## config.mk

```make
export PLATFORM = sky130hd
export DESIGN_NAME = dict_hamming_decompressor
export DESIGN_NICKNAME = d
export VERILOG_FILES = /design/src/rtl/dict_hamming_decompressor.sv
export SDC_FILE = /design/constraint.sdc
export NUM_CORES = 1
export LEC_CHECK = 0
export ABC_AREA = 1
export CORE_MARGIN = 2
export CORE_UTILIZATION = 50
export DETAILED_ROUTE_END_ITERATION = 8
export PLACE_DENSITY_LB_ADDON = 0.08
export REMOVE_ABC_BUFFERS = 1
export SKIP_CTS_REPAIR_TIMING = 1
export SLEW_MARGIN = 20
export SYNTH_ARGS = -nofsm -noshare
export SYNTH_HDL_FRONTEND = slang
export SYNTH_SLANG_ARGS = --single-unit
```

## constraint.sdc

```tcl
create_clock -name clk -period 5.13 [get_ports clk]
set_clock_uncertainty 0.2 [all_clocks]
set_input_delay 1.026 -clock clk [delete_from_list [all_inputs] [get_ports clk]]
set_output_delay 1.026 -clock clk [all_outputs]
set_load 0.02 [all_outputs]
```

## src/rtl/dict_hamming_decompressor.sv

```systemverilog
// Dictionary decompressor: expands NUM_CHUNKS codebook indices into a serial MSB-first bit stream.
// Define DICT_HAMMING_CODEBOOK_LOAD_EN to make the codebook a writable register file.
module dict_hamming_decompressor #(
  parameter int unsigned CHUNK_SIZE    = 4,
  parameter int unsigned CODEBOOK_SIZE = 8,
  parameter int unsigned NUM_CHUNKS    = 4,
  localparam int unsigned INDEX_BITS   = $clog2(CODEBOOK_SIZE)
) (
  input  logic                             clk,
  input  logic                             rst,
  input  logic [NUM_CHUNKS*INDEX_BITS-1:0] compressed_in,
  input  logic                             load,
  output logic                             load_ready,
  output logic                             data_out,
  output logic                             data_valid,
  input  logic                             data_ready,
  output logic                             data_last,
  output logic                             decompression_done
`ifdef DICT_HAMMING_CODEBOOK_LOAD_EN
  ,
  input  logic                             cb_wr_en,
  input  logic [INDEX_BITS-1:0]            cb_wr_addr,
  input  logic [CHUNK_SIZE-1:0]            cb_wr_data
`endif
);

  localparam int unsigned TotalBits = NUM_CHUNKS * CHUNK_SIZE;
  localparam int unsigned CntBits   = $clog2(TotalBits);
  localparam int unsigned WordBits  = NUM_CHUNKS * INDEX_BITS;

  typedef enum logic [1:0] {StIdle, StEmit, StDone} state_e;

  // Thermometer-style ring: 0000, 0001, 0011, 0111, 1111, 1110, 1100, 1000, ...
  function automatic logic [CHUNK_SIZE-1:0] default_entry(input int unsigned idx);
    int unsigned j;
    logic [CHUNK_SIZE-1:0] e;
    j = idx % (2 * CHUNK_SIZE);
    for (int unsigned b = 0; b < CHUNK_SIZE; b++) begin
      if (j <= CHUNK_SIZE) e[b] = (b < j);
      else                 e[b] = (b >= j - CHUNK_SIZE);
    end
    return e;
  endfunction

  logic [CHUNK_SIZE-1:0] cb [CODEBOOK_SIZE];

`ifdef DICT_HAMMING_CODEBOOK_LOAD_EN
  logic [CHUNK_SIZE-1:0] cb_q [CODEBOOK_SIZE];
  logic [CHUNK_SIZE-1:0] cb_d [CODEBOOK_SIZE];

  always_comb begin
    cb_d = cb_q;
    if (cb_wr_en) begin
      for (int unsigned e = 0; e < CODEBOOK_SIZE; e++) begin
        if (cb_wr_addr == INDEX_BITS'(e)) cb_d[e] = cb_wr_data;
      end
    end
  end

  always_ff @(posedge clk or posedge rst) begin
    if (rst) begin
      for (int unsigned e = 0; e < CODEBOOK_SIZE; e++) cb_q[e] <= default_entry(e);
    end else begin
      cb_q <= cb_d;
    end
  end

  always_comb cb = cb_q;
`else
  for (genvar g = 0; g < CODEBOOK_SIZE; g++) begin : g_const_cb
    assign cb[g] = default_entry(g);
  end
`endif

  state_e                state_q, state_d;
  logic [CntBits-1:0]    cnt_q, cnt_d;
  logic [WordBits-1:0]   word_q, word_d;
  logic [CHUNK_SIZE-1:0] chunk_q, chunk_d;

  logic                  accept;
  logic [CntBits-1:0]    cnt_inc;
  logic [CntBits-1:0]    pos;
  logic [CntBits-1:0]    nxt_chunk;
  logic [INDEX_BITS-1:0] lk_idx;
  logic [CHUNK_SIZE-1:0] lk_entry;
  logic                  cur_bit;

  always_comb begin
    load_ready         = (state_q != StEmit);
    data_valid         = (state_q == StEmit);
    decompression_done = (state_q == StDone);
    data_last          = data_valid && (cnt_q == CntBits'(TotalBits - 1));
    accept             = load && load_ready;

    cnt_inc   = cnt_q + 1'b1;
    pos       = CntBits'(cnt_q % CHUNK_SIZE);
    nxt_chunk = CntBits'(cnt_inc / CHUNK_SIZE);

    cur_bit = 1'b0;
    for (int unsigned b = 0; b < CHUNK_SIZE; b++) begin
      if (pos == CntBits'(b)) cur_bit = chunk_q[CHUNK_SIZE-1-b];
    end
    data_out = data_valid && cur_bit;

    // One shared lookup: chunk 0 of an incoming word, or the next chunk of the latched word.
    lk_idx = compressed_in[INDEX_BITS-1:0];
    if (state_q == StEmit) begin
      lk_idx = '0;
      for (int unsigned c = 0; c < NUM_CHUNKS; c++) begin
        if (nxt_chunk == CntBits'(c)) lk_idx = word_q[c*INDEX_BITS +: INDEX_BITS];
      end
    end
    lk_entry = '0;
    for (int unsigned e = 0; e < CODEBOOK_SIZE; e++) begin
      if (lk_idx == INDEX_BITS'(e)) lk_entry = cb[e];
    end

    state_d = state_q;
    cnt_d   = cnt_q;
    word_d  = word_q;
    chunk_d = chunk_q;
    unique case (state_q)
      StIdle, StDone: begin
        state_d = StIdle;
        if (accept) begin
          state_d = StEmit;
          word_d  = compressed_in;
          cnt_d   = '0;
          chunk_d = lk_entry;
        end
      end
      StEmit: begin
        if (data_ready) begin
          if (cnt_q == CntBits'(TotalBits - 1)) begin
            state_d = StDone;
            cnt_d   = '0;
          end else begin
            cnt_d = cnt_inc;
            if (pos == CntBits'(CHUNK_SIZE - 1)) chunk_d = lk_entry;
          end
        end
      end
      default: state_d = StIdle;
    endcase
  end

  always_ff @(posedge clk or posedge rst) begin
    if (rst) begin
      state_q <= StIdle;
      cnt_q   <= '0;
      word_q  <= '0;
      chunk_q <= '0;
    end else begin
      state_q <= state_d;
      cnt_q   <= cnt_d;
      word_q  <= word_d;
      chunk_q <= chunk_d;
    end
  end

endmodule

```

==> flow_summary_export.csv, run 1 <==
group,metric,value,unit
setup_path,timing.reg2reg.setup_slack,3.09,ns
setup_path,crit_required,3.90,ns
synth,most_common_cell_in_the_synthesized_netlist,"nand2_1",
route,detail-route-antenna-nets,0,
clocking,tritoncts_num_sinks,22,
synth,synth_top_cells_by_count,"nand2_1, dfrtp_1, inv_1",
setup_path,critical-path-slowest-cell,"clkdlybuf4s50_1",
sta,hold_ws,0.304,ns
synth,synth-main-ff-cell,"dfrtp_1",
floorplan,design.core.area,2410,sq um
setup_path,worstSetupEndpoint,"data_out",
flow_run,cap_violations,0,
pwr,power_density,612,nW/um^2
setup_path,critical_path_peak_fanout,6,
floorplan,die_height,53.8,um
place,dp_hpwl,1780,um
finish,utilization,0.626,
sta,clock.fmax,299,MHz
sta,worst_slew_margin_rel,0.438,
synth,yosysWarningCount,0,
synth,synth.largest_area_cell,"dfrtp_1",
grt,grt.overflow.total,0,
pwr,switching_power,0.414,mW
synth,number_of_flops_mapped_to_enable_cells_by_yosys,0,
setup_path,worstSetupStartpoint,"cnt_q[0]",
synth,async_flop_share,1.00,
place,numPortBuffers,20,
pwr,clkPwrFrac,0.105,
pwr,power_frac_seq,0.334,
hold_path,path_category_of_the_worst_min_delay_check,"flip-flop to flip-flop",
outcome,run_status,"finished, final reports clean",
synth,netlist_area,1240,sq um
pwr,combPwrFrac,0.562,
grt,groute.usage.overall,0.197,
synth,post_synth_inst_count,148,
route,route.vias.total,991,
clocking,clk-insertion-delay-late,0.31,ns
route,dr.first_iter.drc_count,17,
setup_path,critical_path.cell_chain,"inv_1 > ha_1 > nand2_1 > o21ai_0 > o21ai_0 > a21oi_1 > clkdlybuf4s50_1",
synth,ys_ff_latch,22,
synth,leading_cell_types_by_total_area_after_synthesis,"dfrtp_1, mux2_2, nand2_1",
sta,rsz0062_at_grt,"false",
finish,net_count_of_the_finished_layout,192,
finish,finish.cell_count_without_fillers,201,
sta,report.final.hold_viol_count,0,
floorplan,chipWidth,53.8,um
sta,max_slew.worst_pin.slew,0.842,ns
floorplan,design.die.area,2890,sq um
pwr,irDropWorstVdd,0.347,mV
setup_path,worst-setup-path-type,"flip-flop to primary output",
route,detail_route.vias_per_cell,4.93,
setup_path,timing.critical_path.slowest_cell_delay,0.61,ns
route,drt-wirelength-per-cell,11.6,um
grt,grt_antenna_before_repair,0,
setup_path,critical_path.reg2reg.startpoint,"cnt_q[0]",
grt,grt_pass1_wl,4070,um
grt,grt_max_degree,23,
floorplan,num_io_pins,21,
floorplan,rows,18,
synth,synth_largest_type_area_fraction,0.444,
setup_path,r2r_end,"chunk_q[2]",
place,number_of_cells_after_detailed_placement,197,
finish,post_route_cells_drive_above_1_share,0.187,
synth,post_synth.cell_area_avg,8.38,sq um
setup_path,critPathMostFrequentCell,"o21ai_0",
sta,final.setup.tns,0,ns
route,wirelength,2330,um
setup_path,worst_ep_arrival_time,2.11,ns
place,gp_routability_congestion,0.833,
finish,fill_cells,205,
synth,synth_sequential_area_ratio,0.444,
clocking,cts_tree,"yes",
pwr,total_leakage_power,0.722,nW
clocking,clk_pin_slew,0.12,ns
sta,total_count_of_max_transition_violations_in_the_final_report,0,
sta,setup_viol,0,
synth,netlist_cell_types,24,
finish,layout-area-overhead-vs-synth,21.7,%
floorplan,initial_utilization,0.515,
finish,num_antenna_cells,0,
grt,via_count_of_the_first_global_routing_pass,969,
setup_path,r2r_cells,15,
sta,final.min_clock_period,3.34,ns
setup_path,critical_path_capture_point_type,"primary output",
clocking,max-clock-path-buffers,2,
pwr,internal-power,0.509,mW
clocking,tritoncts.num_buffers,3,
route,drcViolationCount,0,
sta,min_period_over_period,0.651,
setup_path,critical_path.startpoint_type,"flip-flop",
clocking,clock_tree.htree_level_count,1,
clocking,clock_tree.root_cell,"clkbuf_4",
pwr,power_switching_share,0.449,
route,detail_route.first_pass.iterations,4,
==> worst min path at each step <==
| stage | cells after the start | start | endpoint |
|---|---|---|---|
| finish | 2 | chunk_q[0] | chunk_q[0] |
| global route | 2 | chunk_q[2] | chunk_q[2] |
| global placement | 2 | chunk_q[0] | chunk_q[0] |
| detailed placement | 2 | chunk_q[0] | chunk_q[0] |
| floorplan | 2 | chunk_q[0] | chunk_q[0] |
| CTS | 2 | chunk_q[0] | chunk_q[0] |
==> metal layers <==
layer  up-vias  global-route usage  routed length [um]
met5         -                   0                   0
met4         0              0.0897                  42
met3         6              0.0333                  67
met2        15               0.337                1160
met1       449               0.240                1060
li1        521                   -                   -
==> kinds of logic (layout without fill, tap and decap cells) <==
kind of cell	Yosys count	in the layout	synth area share
simple gates	71	71	0.277
buf+inv	24	47	0.0736
flops	22	22	0.444
compound gates	17	17	0.0737
mux	10	10	0.0908
fa+ha+maj	4	4	0.0404
==> critical path: cells and delay by family (launching register included) <==
family | cells | cell delay [ns]
flops | 1 | 0.47
compound gates | 3 | 0.38
fa+ha+maj | 1 | 0.15
buf+inv | 2 | 0.75
simple gates | 1 | 0.05
==> power by group through the flow <==
stage | Combinational (mW) | Clock [mW] | Sequential, mW
4_1_cts | 0.522 | 0.101 | 0.308
5_1_grt | 0.598 | 0.108 | 0.317
3_3_place_gp | 0.512 | 0 | 0.308
2_1_floorplan | 0.407 | 0 | 0.296
3_5_place_dp | 0.519 | 0 | 0.312
6_report | 0.519 | 0.0965 | 0.308
==> state kept, by name, summed over array words and instances, names as in the netlist <==
| name | flops |
|---|---|
| state_q | 2 |
| cnt_q | 4 |
| word_q | 12 |
| chunk_q | 4 |
==> through the flow <==
stage          power (mW)  worst slack, ns  instance area [sq um]
6_report            0.923             1.79                   1510
5_1_grt              1.02             1.68                   1510
2_1_floorplan       0.703             2.65                   1230
3_3_place_gp        0.820             2.24                   1470
4_1_cts             0.931             1.79                   1510
3_5_place_dp        0.832             2.17                   1470
==> layout by cell type, fill, tap and decap left out, types with 2 or more instances in the layout <==
cell type,n
nand2_2,9
ha_1,4
nor2_1,12
dfrtp_1,22
inv_2,4
nand3b_1,2
inv_1,18
clkbuf_4,3
o21ai_0,7
nand4_1,3
a21oi_1,6
nand2_1,29
nand3_1,11
mux2_2,10
clkdlybuf4s50_1,20
==> cell type report <==
type / instances / area (sq um) / share of cell area
flip-flops and latches: 22 / 551 / 0.365
clock buffers: 4 / 36.3 / 0.0240
inverters: 23 / 86.3 / 0.0572
repair buffers: 20 / 200 / 0.133
well taps: 30 / 37.5 / 0.0249
multi-input cells: 102 / 598 / 0.396
Power figures use the tool's default switching activity.
==> run 2, diff against run 1 <==
==> constraint.sdc (replaced) <==
create_clock -name clk -period 3.4 [get_ports clk]
set_clock_uncertainty 0.2 [all_clocks]
set_input_delay 0.68 -clock clk [delete_from_list [all_inputs] [get_ports clk]]
set_output_delay 0.68 -clock clk [all_outputs]
set_load 0.02 [all_outputs]
==> results of run 2 <==
The final DEF is identical to that of run 1. Status: finished, final reports clean.
Main changes from that run: setup slack after placement 2.17 ns -> 0.782 ns; setup slack after layout 1.79 ns -> 0.405 ns; register-to-register setup slack 3.09 ns -> 1.36 ns; total power 0.923 mW -> 1.39 mW; worst IR drop on VDD 0.347 mV -> 0.523 mV
==> run 3, diff against run 2 <==
--- a/config.mk
+++ b/config.mk
@@ -6,7 +6,7 @@
 export NUM_CORES = 1
 export LEC_CHECK = 0
 export ABC_AREA = 1
-export CORE_MARGIN = 2
+export CORE_MARGIN = 1.5
 export CORE_UTILIZATION = 50
 export DETAILED_ROUTE_END_ITERATION = 8
 export PLACE_DENSITY_LB_ADDON = 0.08
==> run 3 against run 2 <==
Against the previous run: count of clock-buffer cells in the layout unchanged; power up 0.17%; sequential cell count unchanged; via count up 1.6%; sequential share of layout area up 0.061 points; die area down 3.7%; register-to-register slack about the same; design area down 0.17%; fmax up 1.5%; critical endpoint unchanged; largest power group unchanged; highest routed layer unchanged.
==> flow_summary_export.csv, run 3 (synthesized netlist as in run 1, its figures left out) <==
group,metric,value,unit
sta,max_slew.worst_pin.slew,0.831,ns
sta,clock.fmax,339,MHz
finish,post_route_cells_drive_above_1_share,0.187,
finish,net_count_of_the_finished_layout,192,
floorplan,die_height,52.8,um
finish,largest_register,"word_q",
floorplan,rows,17,
clocking,clock_tree.root_cell,"clkbuf_4",
setup_path,crit_required,2.52,ns
grt,grt.overflow.total,0,
floorplan,chipWidth,52.8,um
grt,grt_antenna_before_repair,0,
floorplan,num_io_pins,21,
place,dp_hpwl,1800,um
route,detail_route.vias_per_cell,5.06,
clocking,max-clock-path-buffers,2,
route,drcViolationCount,0,
clocking,clk-insertion-delay-late,0.32,ns
sta,report.final.hold_viol_count,0,
finish,fill_cells,186,
sta,total_count_of_max_transition_violations_in_the_final_report,0,
place,numPortBuffers,20,
grt,grt_pass1_wl,4170,um
sta,final.min_clock_period,2.95,ns
clocking,clk_pin_slew,0.12,ns
place,gp_routability_congestion,0.850,
outcome,run_status,"finished, final reports clean",
finish,num_antenna_cells,0,
finish,final_common_cell,"nand2_1",
hold_path,worst_hold_startpoint,"chunk_q[2]",
setup_path,critical_path_capture_point_type,"primary output",
flow_run,cap_violations,0,
setup_path,critical_path.startpoint_type,"flip-flop",
grt,grt_max_degree,23,
sta,hold_ws,0.303,ns
setup_path,timing.reg2reg.setup_slack,1.37,ns
finish,reg.largest.list,"word_q x12, chunk_q x4, cnt_q x4",
hold_path,hold_crit_endpoint,"chunk_q[2]",
setup_path,worst_ep_arrival_time,2.07,ns
route,detail_route.first_pass.iterations,4,
floorplan,design.core.area,2280,sq um
setup_path,worst-setup-path-type,"flip-flop to primary output",
floorplan,initial_utilization,0.545,
clocking,tritoncts.num_buffers,3,
finish,largest_register_ffs,12,
route,dr.first_iter.drc_count,24,
clocking,tritoncts_num_sinks,22,
setup_path,r2r_end,"chunk_q[2]",
clocking,cts_tree,"yes",
hold_path,whs_path_depth,2,
route,detail-route-antenna-nets,0,
route,drt-wirelength-per-cell,11.8,um
sta,worst_slew_margin_rel,0.445,
pwr,total_leakage_power,0.722,nW
sta,setup_viol,0,
route,route.vias.total,1007,
pwr,irDropWorstVdd,0.499,mV
pwr,power_density,926,nW/um^2
sta,final.setup.tns,0,ns
sta,rsz0062_at_grt,"false",
setup_path,critical-path-slowest-cell,"clkdlybuf4s50_1",
setup_path,critical_path.cell_chain,"inv_1 > ha_1 > nand2_1 > o21ai_0 > o21ai_0 > a21oi_1 > clkdlybuf4s50_1",
route,wirelength,2350,um
setup_path,r2r_cells,15,
grt,groute.usage.overall,0.211,
setup_path,critPathMostFrequentCell,"o21ai_0",
floorplan,design.die.area,2790,sq um
grt,via_count_of_the_first_global_routing_pass,997,
clocking,clock_tree.htree_level_count,1,
hold_path,path_category_of_the_worst_min_delay_check,"flip-flop to flip-flop",
setup_path,critical_path.reg2reg.startpoint,"cnt_q[0]",
finish,layout-area-overhead-vs-synth,21.5,%
finish,layout_common_cells,"nand2_1, dfrtp_1, clkdlybuf4s50_1, inv_1, nor2_1",
sta,min_period_over_period,0.867,
setup_path,critical_path_peak_fanout,6,
setup_path,timing.critical_path.slowest_cell_delay,0.61,ns
## run 3: cell type report
cell class	instances	area, sq um	area share
Clock buffer	4	36.3	0.0241
Inverter	23	86.3	0.0573
Multi-Input combinational cell	102	598	0.397
Sequential cell	22	551	0.365
Tap cell	28	35.0	0.0233
Timing Repair Buffer	20	200	0.133
## run 3: worst max-delay path by stage
stage / endpoint / slack [ns] / depth (start not counted) / from
floorplan: data_out / 1.26 / 6 / cnt_q[0]
global placement: data_out / 0.86 / 7 / cnt_q[0]
detailed placement: data_out / 0.82 / 7 / cnt_q[0]
CTS: data_out / 0.43 / 7 / cnt_q[0]
global route: data_out / 0.30 / 7 / cnt_q[0]
finish: data_out / 0.45 / 7 / cnt_q[0]
## run 3: power by group
group	leakage, nW	internal [mW]	switching, mW
sequential	0.263	0.384	0.0801
combinational	0.438	0.318	0.463
clock	0.0210	0.0655	0.0836
total	0.722	0.768	0.627
## run 3: routing by layer
layer / track usage / routed length [um] / vias up
met5: 0 / 0 / -
met4: 0.103 / 67 / 0
met3: 0.0343 / 92 / 7
met2: 0.367 / 1120 / 25
met1: 0.250 / 1070 / 453
li1: - / - / 522
## run 3: critical path: cells and delay by family, from the launching register on
| kind | cells | cell delay, ns |
|---|---|---|
| and+or+nand+nor | 1 | 0.05 |
| adders and majority gates | 1 | 0.15 |
| buffers and inverters | 2 | 0.75 |
| DFF | 1 | 0.46 |
| AOI/OAI and AO/OA | 3 | 0.35 |
## run 3: metrics by stage
stage               utilization  instances  worst slack [ns]  total power [mW]  instance area [sq um]
CTS                       0.662        199             0.434              1.41                   1510
finish                    0.662        199             0.451              1.40                   1510
floorplan                     -        147              1.26              1.06                   1230
global route              0.662        199             0.295              1.55                   1510
global placement          0.646        195             0.862              1.23                   1470
detailed placement        0.646        195             0.818              1.26                   1470
